===== src/rtl/cg_mem_pkg.sv =====
// Shared types for the CommonGoods memory initiator: FSM state encoding
// and the registered response record returned to the client.
package cg_mem_pkg;

  // Width of the response data field; the initiator's DATA_WIDTH defaults to it.
  localparam int CG_DATA_WIDTH = 32;

  typedef enum logic [2:0] {
    IDLE = 3'd0,
    WR   = 3'd1,
    RA   = 3'd2,
    RD   = 3'd3,
    RSP  = 3'd4
  } state_t;

  typedef struct packed {
    logic [CG_DATA_WIDTH-1:0] rdata;
    logic                     err;
  } rsp_t;

endpackage


===== src/rtl/cg_memory_initiator.sv =====
// CommonGoods memory initiator: accepts one client command at a time, runs it
// on the memory write or read channel, and returns a single response. Each
// wait for the memory is bounded by TIMEOUT_CYCLES; expiry yields rsp_err=1.
module cg_memory_initiator
  import cg_mem_pkg::*;
#(
  parameter int DATA_WIDTH     = CG_DATA_WIDTH,
  parameter int ADDR_WIDTH     = 32,
  parameter int TIMEOUT_CYCLES = 64
) (
  input  logic                  clk,
  input  logic                  rst_n,
  input  logic                  cmd_valid,
  output logic                  cmd_ready,
  input  logic                  cmd_we,
  input  logic [ADDR_WIDTH-1:0] cmd_addr,
  input  logic [DATA_WIDTH-1:0] cmd_wdata,
  output logic                  rsp_valid,
  input  logic                  rsp_ready,
  output logic [DATA_WIDTH-1:0] rsp_rdata,
  output logic                  rsp_err,
  output logic                  mem_wen,
  output logic                  mem_wvalid,
  input  logic                  mem_wready,
  output logic [ADDR_WIDTH-1:0] mem_waddr,
  output logic [DATA_WIDTH-1:0] mem_wdata,
  output logic                  mem_arvalid,
  input  logic                  mem_arready,
  output logic [ADDR_WIDTH-1:0] mem_araddr,
  input  logic                  mem_rvalid,
  input  logic [DATA_WIDTH-1:0] mem_rdata,
  output logic                  mem_rready
);

  localparam int              CNT_W    = $clog2(TIMEOUT_CYCLES + 1);
  localparam logic [CNT_W-1:0] CNT_LAST = CNT_W'(TIMEOUT_CYCLES - 1);
  localparam logic [CNT_W-1:0] CNT_MAX  = CNT_W'(TIMEOUT_CYCLES);

  state_t                state_reg, state_next;
  logic [ADDR_WIDTH-1:0] addr_reg, addr_next;
  logic [DATA_WIDTH-1:0] wdata_reg, wdata_next;
  rsp_t                  rsp_reg, rsp_next;
  logic [CNT_W-1:0]      cnt_reg, cnt_next;
  logic                  expired;

  // Last waiting cycle allowed; a handshake on this cycle still succeeds.
  assign expired = (cnt_reg == CNT_LAST);

  // State, captured command, response and timeout counter registers.
  always_ff @(posedge clk or negedge rst_n) begin
    if (!rst_n) begin
      state_reg <= IDLE;
      addr_reg  <= '0;
      wdata_reg <= '0;
      rsp_reg   <= '0;
      cnt_reg   <= '0;
    end else begin
      state_reg <= state_next;
      addr_reg  <= addr_next;
      wdata_reg <= wdata_next;
      rsp_reg   <= rsp_next;
      cnt_reg   <= cnt_next;
    end
  end

  // Next-state logic: command capture, channel handshakes, timeout exits.
  always_comb begin
    state_next = state_reg;
    addr_next  = addr_reg;
    wdata_next = wdata_reg;
    rsp_next   = rsp_reg;
    unique case (state_reg)
      IDLE: begin
        if (cmd_valid) begin
          addr_next  = cmd_addr;
          wdata_next = cmd_wdata;
          state_next = cmd_we ? WR : RA;
        end
      end
      WR: begin
        if (mem_wready) begin
          rsp_next   = '{rdata: '0, err: 1'b0};
          state_next = RSP;
        end else if (expired) begin
          rsp_next   = '{rdata: '0, err: 1'b1};
          state_next = RSP;
        end
      end
      RA: begin
        // rready is already up in RA, so data arriving with arready is taken.
        if (mem_arready && mem_rvalid) begin
          rsp_next.rdata = mem_rdata;
          rsp_next.err   = 1'b0;
          state_next     = RSP;
        end else if (mem_arready) begin
          state_next = RD;
        end else if (expired) begin
          rsp_next   = '{rdata: '0, err: 1'b1};
          state_next = RSP;
        end
      end
      RD: begin
        if (mem_rvalid) begin
          rsp_next.rdata = mem_rdata;
          rsp_next.err   = 1'b0;
          state_next     = RSP;
        end else if (expired) begin
          rsp_next   = '{rdata: '0, err: 1'b1};
          state_next = RSP;
        end
      end
      RSP: begin
        if (rsp_ready) state_next = IDLE;
      end
      default: state_next = IDLE;
    endcase
  end

  // Timeout counter: restarts on every entry to a wait state, saturates.
  always_comb begin
    cnt_next = '0;
    if ((state_next == state_reg) &&
        (state_reg == WR || state_reg == RA || state_reg == RD)) begin
      cnt_next = (cnt_reg == CNT_MAX) ? cnt_reg : cnt_reg + 1'b1;
    end
  end

  // Outputs decode from the registered state only; data buses read zero
  // whenever their channel is not active.
  assign cmd_ready   = (state_reg == IDLE);
  assign mem_wvalid  = (state_reg == WR);
  assign mem_wen     = (state_reg == WR);
  assign mem_waddr   = (state_reg == WR) ? addr_reg : '0;
  assign mem_wdata   = (state_reg == WR) ? wdata_reg : '0;
  assign mem_arvalid = (state_reg == RA);
  assign mem_araddr  = (state_reg == RA) ? addr_reg : '0;
  assign mem_rready  = (state_reg == RA) || (state_reg == RD);
  assign rsp_valid   = (state_reg == RSP);
  assign rsp_rdata   = (state_reg == RSP) ? rsp_reg.rdata : '0;
  assign rsp_err     = (state_reg == RSP) && rsp_reg.err;

endmodule


===== config.mk =====
export PLATFORM = sky130hd
export DESIGN_NAME = cg_memory_initiator
export DESIGN_NICKNAME = d
export VERILOG_FILES = /design/src/rtl/cg_mem_pkg.sv /design/src/rtl/cg_memory_initiator.sv
export SDC_FILE = /design/constraint.sdc
export NUM_CORES = 1
export LEC_CHECK = 0
export ABC_AREA = 0
export BUFFER_PORTS_ARGS = -buffer_cell sky130_fd_sc_hd__buf_2
export CORE_MARGIN = 1
export CORE_UTILIZATION = 46
export CTS_CLUSTER_DIAMETER = 200
export DETAILED_ROUTE_END_ITERATION = 10
export PLACE_DENSITY_LB_ADDON = 0.05
export SLEW_MARGIN = 5
export SYNTH_ARGS = -nofsm -noshare
export SYNTH_HDL_FRONTEND = slang
export SYNTH_SLANG_ARGS = --single-unit

===== constraint.sdc =====
create_clock -name clk -period 2.3 [get_ports clk]
set_input_delay 0.345 -clock clk [delete_from_list [all_inputs] [get_ports clk]]
set_output_delay 0.345 -clock clk [all_outputs]
set_load 0.02 [all_outputs]

# == Word-level counts from Yosys, hierarchy flattened ==
# Cells that the tools add are included.
# op_classes
n_addsub,1
n_reduce_logical,10
muxes,21
n_eq_ne,9
# ops
op,n
33-bit 2-to-1 mux,5
32-bit 2-to-1 mux,4
33-bit one-hot mux with 3 select lines,1
3-bit 2-to-1 mux,7
3-bit one-hot mux with 5 select lines,1
7-bit 2-to-1 mux,2
7-bit by 1-bit adder with 7-bit output (second input constant),1
7-bit by 6-bit == test with 1-bit output (second input constant),1
7-bit == test (second input constant),1
3-bit by 2-bit == test with 1-bit output (second input constant),2
2-bit AND reduction,2
3-bit by 1-bit == test with 1-bit output (second input constant),1
3-bit == test,1
3-bit == test (second input constant),1
1-bit logical AND,3
3-bit zero test,1
1-bit logical OR,3
3-bit by 2-bit != test with 1-bit output (second input constant),1
3-bit nonzero test,1
2-bit 2-to-1 mux,1
2-bit != test (second input constant),1
# word_totals
elab_cells,47
register_bits,107

# == Logic depth before layout (Yosys ltp) ==
# logic_depth
word_depth,8
ltp_mapped,7
mapped_depth_nobuf,6

# == Worst setup path after synthesis ==
# Ideal clock, no wire load.
# synth_timing
path_kind,reg-to-reg
start,register state_reg[1]
end,register addr_reg[0]
path_buffers,3
t_arrival_ns,2.055
slack_ns,0.121
required_ns,2.175
stages_incl_launch_ff,7
setup_time_ns,0.125
path_cell_list,dfrtp_1 buf_2 nor3_1 and2_1 buf_2 buf_4 mux2_2
# synth_between
elab_chain_cells,2
# synth_rtl
element,line_no,rtl
"start, declared",cg_memory_initiator.sv:39,"state_t state_reg, state_next;"
"start signal, assigned",cg_memory_initiator.sv:58,state_reg <= state_next;
3-bit zero test,-,
net cmd_ready,cg_memory_initiator.sv:14,"output logic cmd_ready,"
2-bit AND reduction (no line),-,
"end signal, assigned",cg_memory_initiator.sv:59,addr_reg <= addr_next;
"end, declared",cg_memory_initiator.sv:40,"logic [ADDR_WIDTH-1:0] addr_reg, addr_next;"
# The timed path passes the listed nets, and every way through them passes these cells.
# A chain may end at the register's enable or synchronous reset.

# == Final worst setup path ==
# layout_timing
start,register state_reg[2]
end,output port mem_araddr[11]
# layout_between
elab_chain_cells,2
# layout_rtl
element,line_no,rtl
3-bit by 2-bit == test with 1-bit output,cg_memory_initiator.sv:136,assign mem_araddr = (state_reg == RA) ? addr_reg : '0;
32-bit 2-to-1 mux,cg_memory_initiator.sv:136,
"end, declared",cg_memory_initiator.sv:29,"output logic [ADDR_WIDTH-1:0] mem_araddr,"
# Every way passes these cells.

==> flow_metrics.tcl <==
set metrics [dict create \
    status "complete, no violations" \
    dieArea_sq_um 12200 \
    postCtsSetupBuffers 0 \
    hpwl_um 9500 \
    synth_area_per_cell_sq_um 11.6 \
    regArea_sq_um 2680 \
    grt_use_met1 0.271 \
    final_nets 796 \
    first_global_vias 4392 \
    required_ns 1.96 \
    tightestPinTransition_ns 1.19 \
    placementRows 39 \
    synth_nets 572 \
    h-tree-depth 3 \
    yosysUniqueCellTypes 38 \
    cts_tree "done" \
    cp_cell_sequence "nand2b_1 -> nor2_2 -> buf_8 -> and2_1 -> buf_2" \
    hold_path_end "addr_reg[31]$_DFFE_PN0P_" \
    grt_pass1_wl_um 22100 \
    final_cell_count_no_fill 839 \
    busiest_layer "met2" \
    grt_start_max_net_pins 67 \
    clock_sinks 107 \
    yosys-top-cells-area "dfrtp_1 (50%), and2_1 (15%), mux2_2 (14%)" \
    finalSetupViolCount 0 \
    hold_ws_ns 0.226 \
    tns_ns 0 \
    grt_util_met3 0.0604 \
    syn_inst 466 \
    core_sq_um 11400 \
    io_buffer_count 238 \
    worstSetupPathType "reg -> out" \
    cts-buffers-inserted 9 \
    clock-skew-final_ns 0.00569 \
    synth_top_area_share 0.495 \
    route.detailed.drc 0 \
    syn_to_final_growth_pct 31.2 \
    chipHeight_um 110 \
    die_width_um 110 \
    place.gp.congestion 0.781 \
    routed_via_density 5.19 \
    rrSetupSlack_ns 0.22 \
    ir_worst_vdd_mv 0.690 \
    critPathCaptureType "primary output" \
    slowest_delay_ns 0.47 \
    fin_area_sq_um 7100 \
    routedWlPerCell_um 16.2 \
    synth_top_flop_cell "dfrtp_1" \
    start_util 0.473 \
    drtIter0Drc 270 \
    crit_family "simple AND/OR/NAND/NOR gates" \
    synth_seq_area_share 0.495 \
    path_buf_inv 2 \
    hp-start "cmd_addr[31]" \
    rsz0062_at_grt "no" \
    async_reset_ff_frac 1.00 \
    place_area_sq_um 6730 \
    dp_cells 821 \
    hold_viol_final 0 \
    whs_path_depth 2 \
    r2r-end "rsp_reg[5]$_DFFE_PN0P_" \
    fillers 972 \
    final_cell_mix "buf_2 (237), and2_1 (130), dfrtp_1 (105)" \
    slew_violations 0 \
    drive_above_1_share 0.492 \
    netlist_area_sq_um 5410 \
    maxCapViolations 0 \
    setup_slack_ns 0.121 \
    fin_crit_sh 0.947 \
    clk_latency_ns 0.35 \
    ios 239 \
    ys_ff_latch 107 \
    cts.path.max_buffers 2 \
    fmax_ghz 0.459 \
    drt_wl_total_um 13600 \
    groute.usage.overall 0.225 \
    critPathLaunchType "flip-flop" \
    via_count 4355 \
    first_pass_iters 4 \
    antenna_found_initial 1 \
    dp_slack_ns 0.252 \
    grt_overflow 0 \
    crit_fanout 33 \
    synth_edf_count 0 \
    grtUsageMet2 0.382 \
    root_buffer "clkbuf_16" \
    layout_commonest_cell "buf_2" \
    power_density_nw_per_um2 1270 \
    arrival_ns 1.83 \
    hold_class "in -> reg" \
    period_needed_ns 2.18 \
    clk_pin_slew_ns 0.07 \
    largest_register_ffs 33 \
    multi_input_area_sq_um 2510 \
    antenna_left 0 \
    p_leak_nw 3.65 \
    r2r-start "cnt_reg[0]$_DFFE_PN0P_" \
    slowest_stage "dfrtp_1" \
    maxSlewHeadroom 0.210 \
    rr_worst_depth 6 \
    yosysTopAreaCell "dfrtp_1" \
    yosysWarnings 0 \
]
## report_power, final
group	internal, mW	switching, mW	leakage [nW]
Sequential	2.73	0.501	1.31
Combinational	1.91	2.11	2.17
Clock	1.09	0.674	0.170
## cell families after synthesis
kind of cell	count (synthesis)	synth area share
compound gates	79	0.122
xor+xnor	4	0.00648
fa+ha+maj	2	0.00463
buf+inv	42	0.0430
flops	107	0.495
mux	67	0.139
simple gates	165	0.190
## final cells by class
type	instances	share of cell area
diodes	1	0.000353
clock buffers	11	0.0342
clock inverters	5	0.0141
inverters	4	0.00212
multi-input cells	317	0.354
flip-flops and latches	107	0.378
well taps	143	0.0252
repair buffers	251	0.192
## synth_stat cells, types with 2 or more instances
cell type,n
o21ai_0,4
a32o_1,32
buf_4,7
ha_1,2
a21oi_1,4
nand2_1,4
inv_1,4
nor2b_1,2
nor2_1,3
mux2_2,65
nor3_1,8
buf_8,3
clkbuf_1,21
nand3_1,3
a21o_1,32
nor3b_1,2
xnor2_1,3
o211ai_1,2
buf_2,6
mux2i_1,2
dfrtp_1,107
and2_1,131
nand2b_1,4
## through the flow
stage	total power, mW	util
after floorplan	6.01	-
after global placement	7.13	0.589
after detailed placement	7.30	0.589
after global routing	9.57	0.621
after CTS	9.11	0.621
final	9.01	0.621
## worst max path at each step
stage	cells past startpoint	slack [ns]	endpoint	startpoint
final	5	0.12	mem_araddr[11]	state_reg[2]$_DFF_PN0_
after floorplan	6	0.12	addr_reg[0]$_DFFE_PN0P_	state_reg[1]$_DFF_PN0_
after global routing	5	0.01	mem_araddr[18]	state_reg[2]$_DFF_PN0_
after CTS	4	0.05	mem_wdata[23]	state_reg[0]$_DFF_PN0_
after global placement	6	0.31	rsp_reg[31]$_DFFE_PN0P_	cnt_reg[0]$_DFFE_PN0P_
after detailed placement	6	0.25	rsp_reg[5]$_DFFE_PN0P_	cnt_reg[0]$_DFFE_PN0P_
## timing repair
action	in CTS	in global routing
hold buffers	1	0
endpoints found under the setup margin	9	28
gates resized for setup	2	2
hold endpoints to repair	16	0
## routing by layer
layer / vias to the layer above / share of wire
li1: 2066 / -
met1: 2126 / 0.41
met2: 143 / 0.50
met3: 20 / 0.069
met4: 0 / 0.023
met5: - / 0
Note: power is estimated with default switching activity, not from simulation.
